===== config.mk =====
export PLATFORM = sky130hd
export DESIGN_NAME = uart_tx_arbiter
export DESIGN_NICKNAME = d
export VERILOG_FILES = /design/src/rtl/uart_tx_arbiter.sv
export SDC_FILE = /design/constraint.sdc
export NUM_CORES = 1
export LEC_CHECK = 0
export CORE_ASPECT_RATIO = 0.75
export CORE_MARGIN = 1
export CORE_UTILIZATION = 48
export DETAILED_ROUTE_END_ITERATION = 12
export GPL_ROUTABILITY_DRIVEN = 0
export PLACE_DENSITY_LB_ADDON = 0.12
export SLEW_MARGIN = 10
export SYNTH_ARGS = -nofsm -noshare
export SYNTH_HDL_FRONTEND = slang
export SYNTH_SLANG_ARGS = --single-unit

===== constraint.sdc =====
create_clock -name i_clk -period 4.1 [get_ports i_clk]
set_input_delay 0.82 -clock i_clk [delete_from_list [all_inputs] [get_ports i_clk]]
set_output_delay 0.82 -clock i_clk [all_outputs]
set_load 0.02 [all_outputs]

===== src/rtl/uart_tx_arbiter.sv =====
// Round-robin arbiter sharing one UART byte serializer among NUM_REQ producers, with bounded bursts.
// Optional per-grant tag byte (8'hF0 | index) enabled by defining UART_ARB_TAG_EN.
module uart_tx_arbiter #(
  parameter int NUM_REQ   = 4,
  parameter int MAX_BURST = 4
) (
  input  logic                 i_clk,
  input  logic                 i_rst,
  input  logic [NUM_REQ-1:0]   i_req,
  input  logic [8*NUM_REQ-1:0] i_req_data,
  output logic [NUM_REQ-1:0]   o_ack,
  output logic [NUM_REQ-1:0]   o_grant,
  output logic [7:0]           o_tx_data,
  output logic                 o_tx_valid,
  input  logic                 i_tx_ready,
  output logic                 o_busy
);

  localparam int IW = (NUM_REQ > 1) ? $clog2(NUM_REQ) : 1;

  typedef enum logic [1:0] {
    S_IDLE = 2'd0,
    S_SEND = 2'd1,
`ifdef UART_ARB_TAG_EN
    S_GAP  = 2'd2,
    S_TAG  = 2'd3
`else
    S_GAP  = 2'd2
`endif
  } state_t;

  state_t             r_state;
  logic [IW-1:0]      r_last;
  logic [IW-1:0]      r_gidx;
  logic [NUM_REQ-1:0] r_grant;
  logic [7:0]         r_tx_data;
  logic               r_tx_valid;
  logic [3:0]         r_count;
`ifdef UART_ARB_TAG_EN
  logic [7:0]         r_data;
`endif

  logic [7:0]         w_bytes [NUM_REQ];
  logic               w_any;
  logic [IW-1:0]      w_pick;
  logic [NUM_REQ-1:0] w_pick_onehot;
  int                 w_idx;
  logic [IW-1:0]      w_sel;

  for (genvar gi = 0; gi < NUM_REQ; gi++) begin : g_bytes
    assign w_bytes[gi] = i_req_data[8*gi +: 8];
  end

  // Scan from the far end down so the nearest index after r_last wins.
  always_comb begin
    w_any  = 1'b0;
    w_pick = '0;
    w_idx  = 0;
    w_sel  = '0;
    for (int k = NUM_REQ; k >= 1; k--) begin
      w_idx = (int'(r_last) + k) % NUM_REQ;
      w_sel = IW'(w_idx);
      if (i_req[w_sel]) begin
        w_any  = 1'b1;
        w_pick = w_sel;
      end
    end
  end

  always_comb begin
    w_pick_onehot         = '0;
    w_pick_onehot[w_pick] = 1'b1;
  end

  always_ff @(posedge i_clk) begin
    if (i_rst) begin
      r_state    <= S_IDLE;
      r_last     <= IW'(NUM_REQ - 1);
      r_gidx     <= '0;
      r_grant    <= '0;
      r_tx_data  <= 8'h00;
      r_tx_valid <= 1'b0;
      r_count    <= 4'd0;
`ifdef UART_ARB_TAG_EN
      r_data     <= 8'h00;
`endif
    end else begin
      case (r_state)
        S_IDLE: begin
          if (w_any) begin
            r_gidx     <= w_pick;
            r_grant    <= w_pick_onehot;
            r_count    <= 4'd1;
            r_tx_valid <= 1'b1;
`ifdef UART_ARB_TAG_EN
            r_tx_data  <= 8'hF0 | 8'(w_pick);
            r_data     <= w_bytes[w_pick];
            r_state    <= S_TAG;
`else
            r_tx_data  <= w_bytes[w_pick];
            r_state    <= S_SEND;
`endif
          end
        end
`ifdef UART_ARB_TAG_EN
        S_TAG: begin
          if (i_tx_ready) begin
            r_tx_data <= r_data;
            r_state   <= S_SEND;
          end
        end
`endif
        S_SEND: begin
          if (i_tx_ready) begin
            r_tx_valid <= 1'b0;
            r_state    <= S_GAP;
          end
        end
        S_GAP: begin
          // Priority pointer moves only when the grant ends, never mid-burst.
          if (i_req[r_gidx] && (r_count < 4'(MAX_BURST))) begin
            r_tx_data  <= w_bytes[r_gidx];
            r_count    <= r_count + 4'd1;
            r_tx_valid <= 1'b1;
            r_state    <= S_SEND;
          end else begin
            r_last  <= r_gidx;
            r_grant <= '0;
            r_state <= S_IDLE;
          end
        end
        default: r_state <= S_IDLE;
      endcase
    end
  end

  // Reset drops the in-flight byte, so it must not be acknowledged.
  assign o_ack      = ((r_state == S_SEND) && i_tx_ready && !i_rst) ? r_grant : '0;
  assign o_grant    = r_grant;
  assign o_tx_data  = r_tx_data;
  assign o_tx_valid = r_tx_valid;
  assign o_busy     = (r_state != S_IDLE);

endmodule


==> summary.txt <==
Worst relative slew slack -> 43.5%
Share of layout cells above drive strength 1 -> 17.1%
Total gr overflow -> 0
CP Capture Type -> primary output
Placement Setup Slack -> 0.525 ns
Max Cap Viol -> 0
Die width -> 67.6 um
Drt initial violations -> 96
Syn_nets -> 192
Final period util -> 86.9%
Slew @ Worst Pin -> 0.844 ns
Avg Inst Size Synth -> 10.2 um^2
Max Slew Vio Count -> 0
GRT Util Overall -> 24.1%
Fin nets -> 246
Ys flop type -> dfxtp_1
Critical path fanouts, max -> 5
CTS root buffer -> clkbuf_8
Hold Crit Class -> flip-flop to flip-flop
TritonCTS clock tree -> yes
Initial Util -> 51.7%
Core area -> 0.00300 mm^2
PortBufs -> 56
Resize count post-CTS -> 0
Post-DP HPWL -> 2960 um
Via count -> 1417
YS warnings -> 0
Count of filler cells inserted in the layout -> 217
IO Pins -> 57
Remaining DRCs -> 0
CTS max path bufs -> 2
Number of enable flip-flop cells after synthesis -> 0
Total power draw -> 0.656 mW
FFs w/ async S/R, synth -> 0%
Diodes inserted -> 0
CTS buffer count -> 3
Initial antenna violation count -> 0
Critical Path RT -> 3.28 ns
First-pass GRT wire length -> 6110 um
Antenna Nets Post-Route -> 0
Drt via density -> 5.83
Die height -> 51.2 um
Mapped Cells -> 152
Pwr Density -> 301 mW/mm^2
Hold_ws -> 0.466 ns
P_leak -> 0.799 nW
Status -> completed
Worst setup SP type -> primary input
WL per Instance -> 15.9 um
Final hold vios -> 0
Count of state elements after synthesis -> 23
Area of the die -> 0.00346 mm^2
Skew final -> 0.00317 ns
Netlist cell types -> 37
Setup tns final -> 0 ns
Core Util, Final -> 72.7%
RSZ-0062 raised after global routing -> false
Drt pass-1 iters -> 4
Tmin final -> 3.56 ns
Mapped Area -> 0.00155 mm^2
Fmax -> 281 MHz
Final worst slack -> 0.535 ns
Skew-Pair Late Insertion Delay -> 0.26 ns
Clk slew on worst S/H paths -> 0.08 ns
Vias in the first global route -> 1355
Total setup buffers inserted after CTS -> 0
Layout area overhead -> 40.7%
DRT Wirelength -> 3860 um
Register area share after synthesis -> 29.7%
CP arrival -> 2.74 ns
Standard-cell rows -> 17
Final setup violation count -> 0
Critical path class -> primary input to primary output
Peak VDD IR -> 0.176 mV
Largest net degree at the start of global routing -> 23
Cts hold-fix bufs -> 0
# clock sinks -> 23
H-tree depth -> 1
==> cell usage after synthesis, types with 4 or more instances <==
master	n	area share (%)
and2_1	12	4.8
nor2_1	22	5.3
a211oi_1	7	3.4
mux2_1	8	5.8
a21oi_1	7	2.3
mux2_4	8	7.7
a32oi_1	4	2.3
dfxtp_1	23	30
clkbuf_1	4	0.97
a221oi_1	6	3.4
mux4_2	9	13
==> routing by layer <==
metal	part of all wire (%)	vias up	track usage, %
met5	0	-	0
met2	50	50	39.8
met3	5.3	2	6.47
met4	0.62	0	8.51
li1	-	687	-
met1	44	678	30.0
==> cell type report <==
class / count / area [um^2] / share of cell area (%)
clock buffer: 3 / 41.3 / 1.89
clock inverter: 1 / 7.51 / 0.344
inverter: 3 / 11.3 / 0.516
multi-input combinational: 116 / 1030 / 47.2
sequential: 23 / 460 / 21.1
tap: 38 / 47.5 / 2.18
timing repair buffer: 59 / 583 / 26.7
==> metrics by stage <==
stage / instances / cell area [um^2]
2_1_floorplan: 152 / 1550
3_3_place_gp: 239 / 2130
3_5_place_dp: 239 / 2130
4_1_cts: 243 / 2180
5_1_grt: 243 / 2180
6_report: 243 / 2180
==> state kept, by name (all words and copies together) (netlist names) <==
signal / count
o_grant: 4
o_tx_data: 8
o_tx_valid: 1
r_count: 4
r_gidx: 2
r_last: 2
r_state: 2
==> report_power, final <==
part | switching [mW] | internal, mW | leakage, nW | total, mW
sequential | 0.0247 | 0.244 | 0.189 | 0.269
combinational | 0.108 | 0.139 | 0.588 | 0.247
clock | 0.0712 | 0.0687 | 0.0217 | 0.140
total | 0.204 | 0.452 | 0.799 | 0.656
==> critical path, cell delays in order <==
cell,delay (ns)
clkdlybuf4s50_1,0.49
inv_1,0.06
nor4b_1,0.55
and2_1,0.22
clkdlybuf4s50_1,0.60
==> kinds of logic (layout without fill, tap and decap cells) <==
family	after synthesis	in the layout	synth area share, %
fa+ha+maj	1	1	0.807
mux	26	26	27.3
simple gates	53	53	19.0
compound gates	36	36	19.0
buf+inv	13	66	4.28
flops	23	23	29.7
==> cell usage in the layout (no fill, tap or decap) <==
cell / count
a211o_1: 2
a211oi_1: 7
a211oi_2: 2
a21o_1: 2
a21oi_1: 7
a221oi_1: 6
a221oi_2: 2
a311oi_1: 2
a32oi_1: 4
and2_1: 12
buf_4: 3
clkbuf_8: 3
clkdlybuf4s50_1: 56
clkinvlp_4: 1
dfxtp_1: 23
ha_1: 1
inv_1: 3
mux2_1: 8
mux2_4: 8
mux2i_1: 1
mux4_2: 9
nand2_1: 1
nand2b_1: 2
nand3_1: 2
nor2_1: 22
nor2_2: 2
nor2b_1: 3
nor2b_4: 1
nor3_1: 2
nor3_2: 1
nor3_4: 1
nor3b_1: 1
nor3b_2: 1
nor4b_1: 1
o21a_1: 1
o22ai_1: 1
or2_2: 1
==> path summary, 6_finish.rpt <==
kind	depth (start not counted)	from	slack (ns)	end
max	5	i_tx_ready	0.54	o_ack[0]
min	2	r_count[1]$_SDFFE_PP0P_	0.47	r_count[1]$_SDFFE_PP0P_
max reg2reg	5	r_gidx[0]$_SDFFE_PP0P_	1.69	r_count[0]$_SDFFE_PP0P_
min reg2reg	2	r_count[1]$_SDFFE_PP0P_	0.47	r_count[1]$_SDFFE_PP0P_
Power figures use the tool's default switching activity.
